===== config.mk =====
export PLATFORM = sky130hd
export DESIGN_NAME = i2c_scl_stretch_gen_flat
export DESIGN_NICKNAME = d
export VERILOG_FILES = /design/src/rtl/i2c_scl_stretch_gen_if.sv /design/src/rtl/i2c_scl_stretch_gen.sv /design/src/flat_wrapper.sv
export SDC_FILE = /design/constraint.sdc
export NUM_CORES = 1
export LEC_CHECK = 0
export ABC_AREA = 1
export BUFFER_PORTS_ARGS = -buffer_cell sky130_fd_sc_hd__clkbuf_2
export CAP_MARGIN = 20
export CORE_MARGIN = 4
export CORE_UTILIZATION = 57
export CTS_CLUSTER_SIZE = 24
export DETAILED_ROUTE_END_ITERATION = 8
export PLACE_DENSITY = 0.87
export SLEW_MARGIN = 20
export SYNTH_ARGS = -nofsm -noshare
export SYNTH_HDL_FRONTEND = slang
export SYNTH_SLANG_ARGS = --single-unit

===== constraint.sdc =====
create_clock -name clk -period 1.7 [get_ports clk]
set_input_delay 0.255 -clock clk [delete_from_list [all_inputs] [get_ports clk]]
set_output_delay 0.255 -clock clk [all_outputs]
set_load 0.03 [all_outputs]

===== src/rtl/i2c_scl_stretch_gen_if.sv =====
// Bus bundle between the SCL/phase generator and its byte-FSM/pad neighbours.
// The master modport is the generator side. The slave modport is the consumer/pad side.
interface i2c_scl_stretch_gen_if;
    logic       ena;
    logic       scl_in;
    logic       scl_clk;
    logic       data_clk;
    logic [2:0] phase;
    logic       switch_range;
    logic       stretching;
    logic       timeout;

    modport master (
        input  ena,
        input  scl_in,
        output scl_clk,
        output data_clk,
        output phase,
        output switch_range,
        output stretching,
        output timeout
    );

    modport slave (
        output ena,
        output scl_in,
        input  scl_clk,
        input  data_clk,
        input  phase,
        input  switch_range,
        input  stretching,
        input  timeout
    );
endinterface


===== src/rtl/i2c_scl_stretch_gen.sv =====
// I2C master SCL generator: four quarter phases of DIVIDER clks, with slave clock-stretch hold in HIGH_A.
// Optional stretch timeout is enabled by defining I2C_STRETCH_TIMEOUT_EN.
module i2c_scl_stretch_gen #(
    parameter int unsigned DIVIDER        = 3000,
    parameter int unsigned CHECK_POINT    = 3,
    parameter int unsigned TIMEOUT_CYCLES = 65535
) (
    input  logic                      clk,
    input  logic                      rst,
    i2c_scl_stretch_gen_if.master     bus
);

    localparam int unsigned CBITS = $clog2(DIVIDER);
    localparam int unsigned TBITS = $clog2(TIMEOUT_CYCLES + 1);

    localparam logic [2:0] S_IDLE   = 3'd0;
    localparam logic [2:0] S_LOW_A  = 3'd1;
    localparam logic [2:0] S_LOW_B  = 3'd2;
    localparam logic [2:0] S_HIGH_A = 3'd3;
    localparam logic [2:0] S_HIGH_B = 3'd4;

    logic [2:0]       r_state;
    logic [2:0]       w_state_nxt;
    logic [CBITS-1:0] r_qcnt;
    logic [CBITS-1:0] w_qcnt_nxt;
    logic [1:0]       r_sync;
    logic             r_scl_clk;
    logic             r_data_clk;
    logic             r_switch_range;
    logic             r_stretching;
    logic             w_scl_nxt;
    logic             w_data_nxt;
    logic             w_sw_nxt;
    logic             w_scl_sync;
    logic             w_qwrap;
    logic             w_check;
    logic             w_fire;
    logic             w_hold;

    assign w_scl_sync = r_sync[1];
    assign w_qwrap    = (r_qcnt == CBITS'(DIVIDER - 1));
    assign w_check    = (r_state == S_HIGH_A) && (r_qcnt == CBITS'(CHECK_POINT));
    // Timeout has priority over a release seen on the same clk
    assign w_hold     = w_check && !w_scl_sync && !w_fire;

`ifdef I2C_STRETCH_TIMEOUT_EN
    logic [TBITS-1:0] r_tcnt;
    logic             r_timeout;

    assign w_fire = w_check && (r_tcnt == TBITS'(TIMEOUT_CYCLES));

    always_ff @(posedge clk or negedge rst) begin
        if (!rst) begin
            r_tcnt    <= '0;
            r_timeout <= 1'b0;
        end else begin
            r_tcnt    <= w_hold ? (r_tcnt + TBITS'(1)) : '0;
            r_timeout <= w_fire;
        end
    end

    assign bus.timeout = r_timeout;
`else
    logic [TBITS-1:0] w_unused_timeout_cfg;

    assign w_unused_timeout_cfg = TBITS'(TIMEOUT_CYCLES);
    assign w_fire               = 1'b0;
    assign bus.timeout          = 1'b0;
`endif

    // Next state/count and next-state output decode
    always_comb begin
        w_state_nxt = r_state;
        w_qcnt_nxt  = r_qcnt;
        w_scl_nxt   = 1'b1;
        w_data_nxt  = 1'b0;
        w_sw_nxt    = 1'b0;

        if (r_state == S_IDLE) begin
            if (bus.ena) begin
                w_state_nxt = S_LOW_A;
                w_qcnt_nxt  = '0;
            end
        end else if (!w_hold) begin
            if (w_qwrap) begin
                w_qcnt_nxt = '0;
                case (r_state)
                    S_LOW_A:  w_state_nxt = S_LOW_B;
                    S_LOW_B:  w_state_nxt = S_HIGH_A;
                    S_HIGH_A: w_state_nxt = S_HIGH_B;
                    S_HIGH_B: w_state_nxt = bus.ena ? S_LOW_A : S_IDLE;
                    default:  w_state_nxt = S_IDLE;
                endcase
            end else begin
                w_qcnt_nxt = r_qcnt + CBITS'(1);
            end
        end

        case (w_state_nxt)
            S_LOW_A: begin
                w_scl_nxt = 1'b0;
            end
            S_LOW_B: begin
                w_scl_nxt  = 1'b0;
                w_data_nxt = 1'b1;
            end
            S_HIGH_A: begin
                w_data_nxt = 1'b1;
                w_sw_nxt   = 1'b1;
            end
            default: begin
                w_scl_nxt = 1'b1;
            end
        endcase
    end

    always_ff @(posedge clk or negedge rst) begin
        if (!rst) begin
            r_state        <= S_IDLE;
            r_qcnt         <= '0;
            r_sync         <= 2'b11;
            r_scl_clk      <= 1'b1;
            r_data_clk     <= 1'b0;
            r_switch_range <= 1'b0;
            r_stretching   <= 1'b0;
        end else begin
            r_state        <= w_state_nxt;
            r_qcnt         <= w_qcnt_nxt;
            r_sync         <= {r_sync[0], bus.scl_in};
            r_scl_clk      <= w_scl_nxt;
            r_data_clk     <= w_data_nxt;
            r_switch_range <= w_sw_nxt;
            r_stretching   <= w_hold;
        end
    end

    assign bus.phase        = r_state;
    assign bus.scl_clk      = r_scl_clk;
    assign bus.data_clk     = r_data_clk;
    assign bus.switch_range = r_switch_range;
    assign bus.stretching   = r_stretching;

endmodule

===== src/flat_wrapper.sv =====
// flat-port wrapper written by rule: the top's interface ports become plain ports
module i2c_scl_stretch_gen_flat 
#(
    parameter int unsigned DIVIDER        = 3000,
    parameter int unsigned CHECK_POINT    = 3,
    parameter int unsigned TIMEOUT_CYCLES = 65535
)
  (clk, rst, bus_ena, bus_scl_in, bus_scl_clk, bus_data_clk, bus_phase, bus_switch_range, bus_stretching, bus_timeout);
  i2c_scl_stretch_gen_if bus_i ();
  input  logic clk;
  input  logic rst;
  input wire logic [$bits(bus_i.ena)-1:0] bus_ena;
  input wire logic [$bits(bus_i.scl_in)-1:0] bus_scl_in;
  output wire logic [$bits(bus_i.scl_clk)-1:0] bus_scl_clk;
  output wire logic [$bits(bus_i.data_clk)-1:0] bus_data_clk;
  output wire logic [$bits(bus_i.phase)-1:0] bus_phase;
  output wire logic [$bits(bus_i.switch_range)-1:0] bus_switch_range;
  output wire logic [$bits(bus_i.stretching)-1:0] bus_stretching;
  output wire logic [$bits(bus_i.timeout)-1:0] bus_timeout;
  assign bus_i.ena = bus_ena;
  assign bus_i.scl_in = bus_scl_in;
  assign bus_scl_clk = bus_i.scl_clk;
  assign bus_data_clk = bus_i.data_clk;
  assign bus_phase = bus_i.phase;
  assign bus_switch_range = bus_i.switch_range;
  assign bus_stretching = bus_i.stretching;
  assign bus_timeout = bus_i.timeout;
  i2c_scl_stretch_gen #(.DIVIDER(DIVIDER), .CHECK_POINT(CHECK_POINT), .TIMEOUT_CYCLES(TIMEOUT_CYCLES)) u_core (.clk(clk), .rst(rst), .bus(bus_i));
endmodule

==> impl_metrics.py, run 1 <==
metrics = {
    "synth": {
        "synth_commonest_cells": "35 x nand2_1, 27 x nand3_1, 21 x inv_1",
        "synth_cells": 168,
        "synth_edf_count": 0,
        "ys_top_cells_by_area": "dfrtp_1 36%, nand3_1 11%, nand2_1 10%",
        "seq_area_frac_synth_pct": 41.8,
        "yosysWarnings": 0,
        "async_flop_share_pct": 100,
        "synthMostInstantiatedCell": "nand2_1",
        "syn_nets": 173,
        "synth_area_um2": 1270,
        "ys_ff_latch": 21,
        "ys.flop_type": "dfrtp_1",
        "postSynthAreaPerCell_um2": 7.54,
        "synth.distinct_cells": 25,
        "synth_top_area_share_pct": 35.6,
        "yosysTopAreaCell": "dfrtp_1",
    },
    "drt": {
        "drt.antenna.violating_nets": 0,
        "vias_per_cell": 5.97,
        "drcViolationCount": 0,
        "wl_met2_mm": 1.52,
        "wl_met3_um": 339,
        "dr_total_vias": 1254,
        "wire_per_inst_um": 15.0,
        "met1_length_mm": 1.16,
        "top_layer_used": "met4",
        "drt_iter0_drc": 72,
        "firstDrtPassIters": 4,
        "wl_mm": 3.16,
    },
    "setup_path": {
        "reg2reg_from": "u_core.r_qcnt[1]",
        "crit_arrival_ps": 1820,
        "cp_max_fo": 10,
        "path_cells": "ha_2 -> nand3_1 -> inv_1 -> nand3_4 -> o21ai_2 -> inv_2 -> nor2_2",
        "path_class": "register to register",
        "r2r_cells": 7,
        "regToRegSetupSlack_ps": 120,
        "cp.required_ps": 1950,
        "worst_setup_path_start_kind": "register",
        "cp_slowest_stage_delay_ps": 390,
        "cpMaxStageDelayCell": "dfrtp_1",
        "endpoint_kind": "register",
        "rr_endpoint": "u_core.bus.switch_range",
    },
    "timing": {
        "fin_crit_sh_pct": 92.7,
        "max_freq_mhz": 635,
        "setup_viol": 0,
        "fin_ws_ps": 125,
        "fin_crit_ps": 1580,
        "fin_skew_ps": 12.6,
        "rsz0062_at_grt": "false",
        "drv_slew": 0,
        "tns_ps": 0,
        "final_hold_viol_count": 0,
    },
    "power_and_ir_drop": {
        "p_sw_share_pct": 45.6,
        "p_int_w": 0.000949,
        "ir_drop_v": 0.000866,
        "finalPower_w": 0.00174,
        "clkPwrFrac_pct": 14.3,
        "power_frac_seq_pct": 48.4,
        "p_leak_nw": 0.725,
        "switchingPower_w": 0.000796,
        "power_density_nw_per_um2": 1240,
        "combPwrFrac_pct": 37.2,
    },
    "layout": {
        "finalInstanceArea_um2": 1410,
        "drive_gt1_share_pct": 20.2,
        "fin_nets": 189,
        "multiInputGateArea_um2": 634,
        "syn2layout_area_growth_pct": 11.5,
        "nFillCells": 167,
        "n_antenna_cell": 0,
        "seq_area_um2": 529,
        "final_util_pct": 69.1,
    },
    "min_path": {
        "hold_end": "u_core.bus.phase[0]",
        "holdCritStartpoint": "bus_ena",
        "min_path_type": "input pin to register",
        "min_path_cells": 5,
    },
    "job": {
        "drv_cap": 0,
    },
    "die": {
        "die_y_um": 55.1,
        "coreArea_um2": 2040,
        "io_pins": 12,
        "initial_core_util_pct": 62.0,
        "rows": 16,
        "die_w_um": 55.1,
        "dieArea_um2": 3040,
    },
    "clocking": {
        "cts_buffer_depth": 2,
        "htreeDepth": 1,
        "postCtsSetupBuffers": 0,
        "cts_made_buffers": 3,
        "path_clk_slew_ps": 130,
        "cts_tree": "built",
        "clock_latency_ps": 320,
        "root_buffer": "clkbuf_4",
        "cts.sinks": 21,
    },
    "placed_design": {
        "io_buffers": 10,
        "preCtsSetupSlack_ps": 33.0,
        "hpwl_mm": 2.40,
        "globalplace.congestion": 1.02,
        "place_area_um2": 1350,
    },
    "global_route": {
        "grt_max_degree": 22,
        "grt_overflow": 0,
        "grtUsageTotal_pct": 24.4,
        "antenna_found_initial": 0,
        "grt_pass1_wl_mm": 5.20,
        "grt_pass1_vias": 1146,
    },
    "outcome": {
        "outcome": "finished clean",
    },
}
-- through the flow --
stage               instances  hold slack (ps)
global route              210              359
floorplan                 168            -40.6
finish                    210              362
detailed placement        204              241
CTS                       209             1.28
global placement          204              236
-- critical path: cells and delay by family, from the launching register on --
family                     cells  cell delay, ps
and+or+nand+nor                3             420
AOI/OAI and AO/OA              1             220
adders and majority gates      1             290
buffers and inverters          2             190
DFF                            1             390
-- layout make-up --
cell class                 count  share of cell area, %
tap                           27                   2.39
inverter                      23                   6.12
sequential                    21                   37.5
clock inverter                 1                  0.355
multi-input combinational    119                   44.9
clock buffer                   3                   1.60
timing repair buffer          16                   7.09
-- per-layer routing --
| metal | vias to the layer above | track usage [%] |
|---|---|---|
| met5 | - | 0 |
| met1 | 572 | 30.7 |
| li1 | 583 | - |
| met2 | 81 | 37.0 |
| met4 | 0 | 16.2 |
| met3 | 18 | 5.90 |
-- power groups by stage --
| stage | logic [W] | clock network [W] | registers (W) |
|---|---|---|---|
| global route | 0.000730 | 0.000285 | 0.000858 |
| global placement | 0.000580 | 0 | 0.000837 |
| detailed placement | 0.000612 | 0 | 0.000845 |
| finish | 0.000650 | 0.000250 | 0.000845 |
| floorplan | 0.000522 | 0 | 0.000760 |
| CTS | 0.000617 | 0.000249 | 0.000832 |
-- repair_timing --
action,4_1_cts,5_1_grt
resized for setup,0,3
setup endpoints to repair,0,5
hold buffers,1,1
endpoints found under the hold margin,18,1
-- how the worst max path moves through the flow --
stage | startpoint | end | slack (ps) | cells after the start
2_1_floorplan | u_core.bus.phase[1] | u_core.r_qcnt[10] | 320 | 4
3_3_place_gp | u_core.r_qcnt[0] | u_core.bus.switch_range | 200 | 7
3_5_place_dp | u_core.r_qcnt[0] | u_core.r_qcnt[8] | 30 | 6
4_1_cts | u_core.r_qcnt[0] | u_core.r_qcnt[8] | 20 | 6
5_1_grt | u_core.r_qcnt[0] | u_core.bus.switch_range | 40 | 7
6_report | u_core.r_qcnt[1] | u_core.bus.switch_range | 120 | 7
-- cells by family (layout without fill, tap and decap cells) --
group	after synthesis	count (layout)	synth area share, %
buffers and inverters	28	43	9.19
other	1	1	0.296
XOR/XNOR	2	2	1.38
flip-flops	21	21	41.8
AND/OR/NAND/NOR	100	100	39.8
adder cells (fa/ha/maj)	1	1	0.988
AO/OA/AOI/OAI	15	15	6.52
-- flip-flops by register name (all words and copies together), names as in the netlist --
signal / cells
u_core.r_qcnt: 12
u_core.r_sync: 2
u_core.bus.phase: 3
u_core.bus.stretching: 1
u_core.bus.data_clk: 1
u_core.bus.switch_range: 1
u_core.bus.scl_clk: 1
-- cell usage in the layout, fill, tap and decap left out, types with 3 or more instances in the layout --
cell / netlist / routed
nand3_1: 27 / 27
nor2_1: 11 / 11
nand2_2: 3 / 3
nand2_1: 35 / 35
inv_1: 21 / 21
clkbuf_4: 0 / 3
dfrtp_1: 18 / 18
buf_4: 2 / 4
clkbuf_2: 0 / 10
nand4_1: 12 / 12
o21ai_0: 6 / 6
nor3_1: 5 / 4
o21ai_1: 5 / 5
dfstp_2: 3 / 3
No activity file was read; power rests on OpenSTA's default activity.
==> run 2: changes to the inputs <==
Settings changed: CORE_ASPECT_RATIO from default to 0.9, SKIP_LAST_GASP from default to 1.
Clock period 1.7 ns to 1.6 ns, I/O delays scaled along.
==> impl_metrics.py, run 2 (same netlist as run 1, synthesis figures left out) <==
metrics = {
    "drt": {
        "drt.antenna.violating_nets": 0,
        "firstDrtPassIters": 5,
        "drt_iter0_drc": 81,
        "drcViolationCount": 0,
        "vias_per_cell": 5.89,
        "wl_mm": 2.95,
        "dr_total_vias": 1249,
        "wire_per_inst_um": 13.9,
    },
    "setup_path": {
        "rr_endpoint": "u_core.r_qcnt[0]",
        "reg2reg_from": "u_core.bus.phase[2]",
        "path_class": "register to register",
        "r2r_cells": 7,
        "crit_arrival_ps": 1730,
        "regToRegSetupSlack_ps": 110,
        "endpoint_kind": "register",
        "cp.required_ps": 1840,
        "cp_max_fo": 8,
        "worst_setup_path_start_kind": "register",
    },
    "die": {
        "initial_core_util_pct": 63.1,
        "dieArea_um2": 3040,
        "die_y_um": 52.7,
        "rows": 15,
        "io_pins": 12,
        "coreArea_um2": 2010,
        "die_w_um": 57.7,
    },
    "global_route": {
        "grt_max_degree": 22,
        "grt_pass1_wl_mm": 4.84,
        "antenna_found_initial": 0,
        "grt_overflow": 0,
        "grtUsageTotal_pct": 20.6,
        "grt_pass1_vias": 1163,
    },
    "timing": {
        "worst_pin_slew_ps": 509,
        "final_hold_viol_count": 0,
        "max_freq_mhz": 671,
        "slew_headroom_pct": 66.1,
        "fin_crit_ps": 1490,
        "tns_ps": 0,
        "fin_crit_sh_pct": 93.1,
        "drv_slew": 0,
        "rsz0062_at_grt": "false",
        "setup_viol": 0,
        "fin_skew_ps": 14.1,
    },
    "clocking": {
        "clock_latency_ps": 310,
        "htreeDepth": 1,
        "root_buffer": "clkbuf_4",
        "path_clk_slew_ps": 130,
        "cts_made_buffers": 3,
        "cts_tree": "built",
        "cts_buffer_depth": 2,
        "cts.sinks": 21,
    },
    "layout": {
        "layout_commonest_cell": "nand2_1",
        "final_util_pct": 72.0,
        "syn2layout_area_growth_pct": 14.1,
        "layout_common_cells": "35 x nand2_1, 26 x nand3_1, 21 x inv_1",
        "drive_gt1_share_pct": 21.9,
        "finalInstanceArea_um2": 1450,
        "largest_register_ffs": 12,
        "finalNonFillerCells": 212,
        "fin_nets": 193,
        "n_antenna_cell": 0,
        "nFillCells": 149,
        "largest-register": "u_core.r_qcnt",
    },
    "placed_design": {
        "placed_cells": 205,
        "place_area_um2": 1370,
        "hpwl_mm": 2.25,
        "globalplace.congestion": 0.949,
        "io_buffers": 10,
    },
    "power_and_ir_drop": {
        "ir_drop_v": 0.000932,
        "power_density_nw_per_um2": 1290,
        "p_leak_nw": 0.730,
    },
    "job": {
        "drv_cap": 0,
    },
    "min_path": {
        "hold_end": "u_core.r_sync[1]",
        "min_path_type": "register to register",
        "min_path_cells": 0,
        "holdCritStartpoint": "u_core.r_sync[0]",
    },
    "outcome": {
        "outcome": "finished clean",
    },
}
run 2: cell types whose count changed in the layout (fill, tap and decap cells not counted):
cell        previous run  this run
nand3_1               27        26
ha_4                   0         1
clkinvlp_4             0         1
buf_4                  4         8
nor3_4                 1         0
nand3_2                2         3
clkinv_2               1         0
ha_2                   1         0
nor3_1                 4         5
run 2: final cells by class:
| class | count | area (um2) | share of cell area, % |
|---|---|---|---|
| inverters | 23 | 86.3 | 5.97 |
| multi-input cells | 119 | 638 | 44.2 |
| well taps | 25 | 31.3 | 2.16 |
| flip-flops and latches | 21 | 529 | 36.6 |
| repair buffers | 20 | 130 | 9.00 |
| clock buffers | 3 | 22.5 | 1.56 |
| clock inverters | 1 | 7.51 | 0.519 |
run 2: what timing repair did:
item                       4_1_cts  5_1_grt
setup endpoints to repair        0       12
hold buffers                     2        0
gates resized for setup          0        3
setup buffers                    0        1
hold endpoints to repair        19        0
run 2: worst max-delay path: stages (launching register included):
cell and delay (ps):
dfrtp_1 450, inv_1 160, nand3_1 120, nor2_1 170
nand2_2 120, nand2_4 120, nand2_2 110, o21ai_1 160
run 2: worst max-delay path by stage:
stage	cells after the start	slack, ps	startpoint	endpoint
after global routing	6	10	u_core.r_qcnt[2]	u_core.r_qcnt[6]
after CTS	7	90	u_core.r_qcnt[0]	u_core.r_qcnt[0]
after global placement	6	120	u_core.r_qcnt[0]	u_core.r_qcnt[8]
after floorplan	4	220	u_core.bus.phase[1]	u_core.r_qcnt[10]
after detailed placement	7	120	u_core.r_qcnt[0]	u_core.r_qcnt[0]
final	7	110	u_core.bus.phase[2]	u_core.r_qcnt[0]
run 2: power breakdown:
group          total [W]  internal, W  switching (W)
clock network   0.000262    0.0000953       0.000167
logic           0.000721     0.000280       0.000441
registers       0.000888     0.000682       0.000206
run 2: stage by stage:
step | worst slack [ps] | total power [W] | hold slack [ps]
floorplan | 222 | 0.00136 | -55.6
global placement | 121 | 0.00154 | 225
global route | 12.7 | 0.00204 | 374
finish | 110 | 0.00187 | 366
CTS | 92.5 | 0.00182 | 367
detailed placement | 121 | 0.00154 | 233
run 2: per-layer routing:
layer,wire (um),up-vias,GRT usage (%)
met1,1230,574,27.5
met3,312,6,5.91
met2,1380,76,32.3
met5,0,-,0
met4,24,0,6.18
li1,-,593,-
